### config.mk
export PLATFORM = sky130hd
export DESIGN_NAME = run_sequencer
export DESIGN_NICKNAME = d
export VERILOG_FILES = /design/src/rtl/run_sequencer_pkg.sv /design/src/rtl/run_sequencer_sat_counter.sv /design/src/rtl/run_sequencer.sv
export SDC_FILE = /design/constraint.sdc
export NUM_CORES = 1
export LEC_CHECK = 0
export CORE_ASPECT_RATIO = 1.4
export CORE_MARGIN = 2
export CORE_UTILIZATION = 45
export CTS_CLUSTER_DIAMETER = 150
export DETAILED_ROUTE_END_ITERATION = 16
export MAX_ROUTING_LAYER = met4
export PLACE_DENSITY = 0.79
export SLEW_MARGIN = 40
export SYNTH_ARGS = -nofsm -noshare
export SYNTH_HDL_FRONTEND = slang
export SYNTH_SLANG_ARGS = --single-unit
### constraint.sdc
create_clock -name Clk -period 3.05 [get_ports Clk]
set_input_delay 0.61 -clock Clk [delete_from_list [all_inputs] [get_ports Clk]]
set_output_delay 0.61 -clock Clk [all_outputs]
set_load 0.01 [all_outputs]
### src/rtl/run_sequencer_pkg.sv
// Definitions: shared types and constants for the run sequencer.
// Contents: seq_state_t (FSM encoding) and HALT_WORD (the all-ones stop instruction).
// No ports; imported by run_sequencer.
package Definitions;

  typedef enum logic [2:0] {
    IDLE,
    FETCH,
    EXEC,
    MEMWAIT,
    WB,
    DONE
  } seq_state_t;

  // Instruction word that ends a run; the decoder flags it on DecHalt.
  localparam logic [8:0] HALT_WORD = 9'h1FF;

endpackage

### src/rtl/run_sequencer_sat_counter.sv
// sat_counter: W-bit up counter that sticks at all-ones instead of wrapping.
// Ports: i_clk, i_rst_n (async active-low), i_clr (sync clear, wins over inc),
//        i_inc (count enable), o_val (current value).
module sat_counter #(
  parameter int W = 16
) (
  input  logic         i_clk,
  input  logic         i_rst_n,
  input  logic         i_clr,
  input  logic         i_inc,
  output logic [W-1:0] o_val
);

  logic [W-1:0] r_val;

  always_ff @(posedge i_clk or negedge i_rst_n) begin
    if (!i_rst_n) begin
      r_val <= '0;
    end else if (i_clr) begin
      r_val <= '0;
    end else if (i_inc && (r_val != '1)) begin
      r_val <= r_val + W'(1);
    end
  end

  assign o_val = r_val;

endmodule

### src/rtl/run_sequencer.sv
// run_sequencer: multi-cycle run controller for the 9-bit core.
// Steps each instruction through FETCH/EXEC/(MEMWAIT)/WB, gates decoder enables into
// single-cycle strobes, stops on halt or cycle-budget timeout, counts cycles/instructions.
// Ports: Clk, Reset (async active-low), Start (run request level);
//        DecRegWrEn/DecMemWrEn/DecLoad/DecHalt (decoder flags for the current instruction);
//        PcInit/PcEn/IrLoad/RegWrStb/MemWrStb (strobes), Busy, Done, Timeout,
//        CycleCount/InstrCount (saturating).
module run_sequencer
  import Definitions::*;
#(
  parameter int MEM_LAT    = 1,
  parameter int CNT_W      = 16,
  parameter int MAX_CYCLES = 65535
) (
  input  logic             Clk,
  input  logic             Reset,
  input  logic             Start,
  input  logic             DecRegWrEn,
  input  logic             DecMemWrEn,
  input  logic             DecLoad,
  input  logic             DecHalt,
  output logic             PcInit,
  output logic             PcEn,
  output logic             IrLoad,
  output logic             RegWrStb,
  output logic             MemWrStb,
  output logic             Busy,
  output logic             Done,
  output logic             Timeout,
  output logic [CNT_W-1:0] CycleCount,
  output logic [CNT_W-1:0] InstrCount
);

  // Wait counter preload: MEM_LAT MEMWAIT visits means preload MEM_LAT-1 and leave at 0.
  localparam logic [2:0]       WAIT_INIT = (MEM_LAT > 0) ? 3'(MEM_LAT - 1) : 3'd0;
  localparam logic [CNT_W-1:0] LAST_CYC  = CNT_W'(MAX_CYCLES - 1);

  seq_state_t       r_state;
  seq_state_t       w_next;
  logic [2:0]       r_wait;
  logic             r_timeout;

  logic             w_busy;
  logic             w_budget;
  logic             w_pc_init;
  logic             w_pc_en;
  logic             w_ir_load;
  logic             w_reg_wr;
  logic             w_mem_wr;
  logic             w_cnt_clr;
  logic             w_instr_inc;
  logic             w_wait_ld;
  logic             w_set_to;
  logic [CNT_W-1:0] w_cycle_cnt;
  logic [CNT_W-1:0] w_instr_cnt;

  assign w_busy   = (r_state != IDLE) && (r_state != DONE);
  // Last budgeted cycle: this cycle's work is abandoned and the run ends.
  assign w_budget = w_busy && (w_cycle_cnt == LAST_CYC);

  always_comb begin
    w_next      = r_state;
    w_pc_init   = 1'b0;
    w_pc_en     = 1'b0;
    w_ir_load   = 1'b0;
    w_reg_wr    = 1'b0;
    w_mem_wr    = 1'b0;
    w_cnt_clr   = 1'b0;
    w_instr_inc = 1'b0;
    w_wait_ld   = 1'b0;
    w_set_to    = 1'b0;

    case (r_state)
      IDLE: begin
        if (Start) begin
          w_pc_init = 1'b1;
          w_cnt_clr = 1'b1;
          w_next    = FETCH;
        end
      end
      FETCH: begin
        w_ir_load = 1'b1;
        w_next    = EXEC;
      end
      EXEC: begin
        if (DecHalt) begin
          w_next = DONE;
        end else begin
          // Store strobe issued once here, not in MEMWAIT, so each sw writes exactly once.
          w_mem_wr = DecMemWrEn;
          if ((DecLoad || DecMemWrEn) && (MEM_LAT > 0)) begin
            w_wait_ld = 1'b1;
            w_next    = MEMWAIT;
          end else begin
            w_next = WB;
          end
        end
      end
      MEMWAIT: begin
        if (r_wait == 3'd0) begin
          w_next = WB;
        end
      end
      WB: begin
        w_reg_wr    = DecRegWrEn;
        w_pc_en     = 1'b1;
        w_instr_inc = 1'b1;
        w_next      = FETCH;
      end
      DONE: begin
        // A level-held Start must drop before another run can begin.
        if (!Start) begin
          w_next = IDLE;
        end
      end
      default: begin
        w_next = IDLE;
      end
    endcase

    // Budget expiry overrides halt, writeback and every strobe.
    if (w_budget) begin
      w_pc_en     = 1'b0;
      w_ir_load   = 1'b0;
      w_reg_wr    = 1'b0;
      w_mem_wr    = 1'b0;
      w_instr_inc = 1'b0;
      w_wait_ld   = 1'b0;
      w_set_to    = 1'b1;
      w_next      = DONE;
    end
  end

  always_ff @(posedge Clk or negedge Reset) begin
    if (!Reset) begin
      r_state   <= IDLE;
      r_wait    <= 3'd0;
      r_timeout <= 1'b0;
    end else begin
      r_state <= w_next;
      if (w_wait_ld) begin
        r_wait <= WAIT_INIT;
      end else if ((r_state == MEMWAIT) && (r_wait != 3'd0)) begin
        r_wait <= r_wait - 3'd1;
      end
      if (w_cnt_clr) begin
        r_timeout <= 1'b0;
      end else if (w_set_to) begin
        r_timeout <= 1'b1;
      end
    end
  end

  sat_counter #(.W(CNT_W)) u_cycle_cnt (
    .i_clk   (Clk),
    .i_rst_n (Reset),
    .i_clr   (w_cnt_clr),
    .i_inc   (w_busy),
    .o_val   (w_cycle_cnt)
  );

  sat_counter #(.W(CNT_W)) u_instr_cnt (
    .i_clk   (Clk),
    .i_rst_n (Reset),
    .i_clr   (w_cnt_clr),
    .i_inc   (w_instr_inc),
    .o_val   (w_instr_cnt)
  );

  // PcInit is the only strobe fed straight from an input while in IDLE, so it is
  // masked by Reset to keep every output low for the whole reset interval.
  assign PcInit     = w_pc_init & Reset;
  assign PcEn       = w_pc_en;
  assign IrLoad     = w_ir_load;
  assign RegWrStb   = w_reg_wr;
  assign MemWrStb   = w_mem_wr;
  assign Busy       = w_busy;
  assign Done       = (r_state == DONE);
  assign Timeout    = r_timeout && (r_state == DONE);
  assign CycleCount = w_cycle_cnt;
  assign InstrCount = w_instr_cnt;

endmodule
### Word-level counts from Yosys, hierarchy flattened

Cells that the tools add are included.

* bitwise logic cells: 1
* reduce and logical (&&, ||, !) cells: 16
* muxes and demuxes: 31
* equal/unequal tests: 12
* $add $sub $neg: 3

Operators with widths (count)
* two-way mux 16 bit: 4
* adder 16 x 1 -> 16 bit, second input constant: 2
* inequality test 16 bit, second input constant: 2
* two-way mux 3 bit: 8
* two-way mux 1 bit: 18
* case mux 3 bit (6 select lines): 1
* equality test 16 bit, second input constant: 1
* inequality test 3 bit, second input constant: 3
* nonzero test 2 bit: 4
* equality test 3 x 2 -> 1 bit, second input constant: 2
* equality test 3 bit, second input constant: 2
* logical AND 1 bit: 6
* logical NOT 3 bit: 2
* nonzero test 3 bit: 2
* equality test 3 x 1 -> 1 bit, second input constant: 1
* inequality test 3 x 2 -> 1 bit, second input constant: 1
* AND reduction 3 bit: 1
* subtractor 3 x 1 -> 3 bit, second input constant: 1
* bitwise AND 1 bit: 1
* logical OR 1 bit: 1

* register bits after elaboration: 39
* word-level logic and storage cells: 68
* bits of input ports: 7
* output and inout bits: 40

### Depth between registers and ports, before layout

* depth in word-level cells: 7
* gate-level depth with buffers: 8
* gate-level depth less buffers: 7

### Modules after synthesis

From an unflattened synthesis, not the netlist that was laid out.

* cell total of the unflattened synthesis: 256
* area total of the unflattened synthesis: 2436.1 um^2

Modules (own cells, without submodules)
* sat_counter: cells each 98, area each 942.2 um^2, times used 2, sequential area each 400.4 um^2
* run_sequencer: cells each 60, area each 551.8 um^2, times used 1, sequential area each 175.2 um^2

### Least setup slack after synthesis

OpenSTA, ideal clock, no wires.

* path kind: flip-flop to output port
* start point: register u_cycle_cnt.r_val[8], in the netlist u_cycle_cnt.o_val[8]
* end point: output port RegWrStb
* arrival time: 1559 ps
* buffers on the path: 1
* setup slack: 881 ps
* data required time: 2440 ps
* stages on the path, launching flop included: 6
* path through: dfrtp_1 and3_1 clkbuf_1 nand3_2 or3_1 and3_1

* longest elaborated chain between the ends: 3

RTL lines
* start: declaration: line run_sequencer_sat_counter.sv:14 `logic [W-1:0] r_val;`
* start signal: assignment: line run_sequencer_sat_counter.sv:22 `r_val <= r_val + W'(1);`
* equality test 16 bit: line run_sequencer.sv:59 `assign w_budget = w_busy && (w_cycle_cnt == LAST_CYC);`
* logical AND 1 bit: line run_sequencer.sv:59
* two-way mux 1 bit: line run_sequencer.sv:122 `if (w_budget) begin`
* end: declaration: line run_sequencer.sv:25 `output logic RegWrStb,`

No other way between the ends.

### Worst setup path in the final report

* start point: register u_cycle_cnt.r_val[11], in the netlist u_cycle_cnt.o_val[11]
* end point: output port RegWrStb

Same word-level chain as after synthesis.

==> results.py <==
metrics = {
    "run_status": {
        "status": "complete, no violations",
    },
    "global_routing": {
        "grt_pass1_vias": 2062,
        "grt_usage": 0.213,
        "grt_max_degree": 40,
        "grt_pass1_wl_mm": 9.22,
        "antenna_found_initial": 0,
        "overflow": 0,
    },
    "power_and_ir_drop": {
        "total_power_mw": 1.95,
        "max-vdd-ir-drop_mv": 0.452,
        "p_leak_nw": 1.25,
        "power_density_nw_per_um2": 665,
    },
    "final_layout": {
        "multi_input_area_sq_um": 1240,
        "layout_commonest_cell": "clkdlybuf4s50_1",
        "fill_cells": 414,
        "layout.area.seq_sq_um": 977,
        "synthToLayoutAreaGrowth_pct": 29.3,
        "diodes": 0,
        "layout-drive-gt1-share": 0.0990,
        "finalNetCount": 304,
        "finalNonFillerCells": 357,
        "layout_common_cells": "clkdlybuf4s50_1 (45), dfrtp_1 (38), nand2_1 (29), nor2_1 (16)",
    },
    "worst_setup_path": {
        "crit_fanout": 7,
        "worstRegToRegCells": 6,
        "crit_type": "reg2out",
        "critical_path_arrival_ns": 2.31,
        "cp.required_ns": 2.44,
        "end_kind": "primary output",
        "worstSetupStartpointType": "flop",
    },
    "yosys": {
        "yosys.area_share.simple": 0.300,
        "synthArstFlopShare": 1.00,
        "netlist_area_sq_um": 2270,
        "yosys_warnings": 0,
        "synthMuxAreaShare": 0.0441,
        "synthCells": 241,
        "ys_types": 44,
        "synth_fa_ha_area_frac": 0.0276,
        "synth_edf_count": 0,
        "ys_seq_elements": 39,
        "synth-xor-area-share": 0.0309,
        "synth_area_leaders": "dfrtp_1 (43%), nand2_1 (4.8%), mux2i_1 (4.4%), and3_1 (3.0%), ha_1 (2.8%)",
        "synth_nets": 253,
        "seq_area_frac_synth": 0.430,
        "synth_compound_gate_area_share": 0.138,
        "syn_area_per_cell_sq_um": 9.42,
        "synth_top_family_by_area": "simple AND/OR/NAND/NOR gates",
        "synth_top_flop_cell": "dfrtp_1",
        "yosysTopAreaCell": "dfrtp_1",
        "synth_top_cell_area_share": 0.430,
    },
    "die": {
        "top_level_ports": 47,
        "initial_core_util": 0.469,
        "core_sq_um": 4840,
        "die_h_um": 88.0,
        "die_x_um": 64.0,
        "die_area_sq_um": 5640,
        "num_rows": 30,
    },
    "detailed_routing": {
        "drt-total-wl_mm": 5.43,
        "drt_iter0_drc": 65,
        "vias_per_cell": 5.69,
        "ant_nets": 0,
        "wl_per_cell_um": 15.2,
        "drc": 0,
        "firstDrtPassIters": 4,
        "vias": 2031,
    },
    "clock_tree": {
        "clk-insertion-delay-late_ns": 0.30,
        "hold_buffers": 0,
        "clkSlewWorstSetupHoldPaths_ns": 0.08,
        "cts_tree": "yes",
        "cts_resized": 0,
        "cts_setup_buffers": 0,
        "cts_buffer_depth": 2,
        "cts_made_buffers": 5,
        "cts_max_level": 2,
        "cts_root_buf": "clkbuf_8",
        "clock_sinks": 39,
    },
    "timing": {
        "fmax_mhz": 343,
        "min_period_ns": 2.92,
        "maxSlewHeadroom": 0.502,
        "drv_slew": 0,
        "setup_viol": 0,
        "hold_violations": 0,
        "finClkSkew_ns": 0.0125,
        "tightest_slew_ns": 0.745,
        "setup_tns_ns": 0,
        "finalCritPeriodShare": 0.956,
        "layout_setup_ws_ns": 0.133,
        "rsz0062_at_grt": "false",
    },
    "placed_design": {
        "gp_congestion": 0.780,
        "dp_hpwl_mm": 3.81,
        "place_ws_ns": 0.278,
        "port_buffers": 46,
        "post-place-cells": 349,
    },
    "run": {
        "maxCapViolations": 0,
    },
    "hold_path": {
        "hold_class": "in2async",
    },
}
-- Yosys cell counts (3+ instances only) --
cell type and count:
and2_1 3, o21ai_0 11, a21oi_1 12, mux2i_1 10, or3_1 9, nand3_1 12, xor2_1 5, o31ai_1 5
and3_1 11, xnor2_1 3, clkbuf_1 4, inv_1 6, o211ai_1 4, dfrtp_1 39, nand4_1 10, ha_1 5
nor3b_1 3, nand2_1 29, nand2b_1 3, nor2_1 16, nor3_1 11
-- worst max-delay path: stages (launching register included) --
cell	delay, ns
dfrtp_1	0.44
and4_2	0.31
nand3_2	0.20
or3_4	0.41
and3_1	0.19
clkdlybuf4s50_1	0.47
-- worst paths after layout --
path                                                     end  slack [ns]                               from
min in group Clk                       r_timeout$_DFFE_PN0P_        0.48              r_timeout$_DFFE_PN0P_
hold / removal                         r_wait[1]$_DFFE_PN0P_        0.41                              Reset
hold reg to reg                        r_timeout$_DFFE_PN0P_        0.48              r_timeout$_DFFE_PN0P_
max in group asynchronous   u_cycle_cnt.o_val[4]$_DFFE_PN0P_        2.26                              Reset
setup reg to reg           u_cycle_cnt.o_val[14]$_DFFE_PN0P_        0.95   u_cycle_cnt.o_val[0]$_DFFE_PN0P_
setup / recovery                                    RegWrStb        0.13  u_cycle_cnt.o_val[11]$_DFFE_PN0P_
-- final cells by class --
| type | count | share of cell area |
|---|---|---|
| Timing Repair Buffer | 51 | 0.168 |
| Tap cell | 64 | 0.0273 |
| Clock inverter | 2 | 0.0119 |
| Sequential cell | 39 | 0.333 |
| Multi-Input combinational cell | 189 | 0.424 |
| Clock buffer | 6 | 0.0281 |
| Inverter | 6 | 0.00767 |
-- power by group --
part | switching, mW | leakage [nW] | internal [mW]
registers | 0.0993 | 0.526 | 0.603
logic | 0.441 | 0.662 | 0.360
clock network | 0.185 | 0.0612 | 0.265
total | 0.725 | 1.25 | 1.23
-- state kept, by name, indices dropped and copies added (netlist names) --
register and cells:
u_cycle_cnt.o_val 16, r_timeout 1, r_state 3, u_instr_cnt.o_val 16, r_wait 3
-- metal layers --
layer,vias to the layer above,part of all wire,track usage
met5,-,0,-
met4,0,0.022,0.111
met3,8,0.032,0.0270
met2,47,0.53,0.368
met1,986,0.42,0.240
li1,990,-,-
-- per-stage QoR --
step / hold WS, ns / area (sq um) / util
after CTS: 0.418 / 2920 / 0.603
final: 0.409 / 2940 / 0.606
after floorplan: 0.314 / 2270 / -
after detailed placement: 0.463 / 2800 / 0.578
after global routing: 0.434 / 2940 / 0.606
after global placement: 0.453 / 2800 / 0.578
-- logic make-up after synthesis --
family,count (synthesis)
flops,39
mux,10
compound gates,44
xor+xnor,8
simple gates,122
fa+ha+maj,5
buf+inv,13
(Power assumes the default switching activity.)
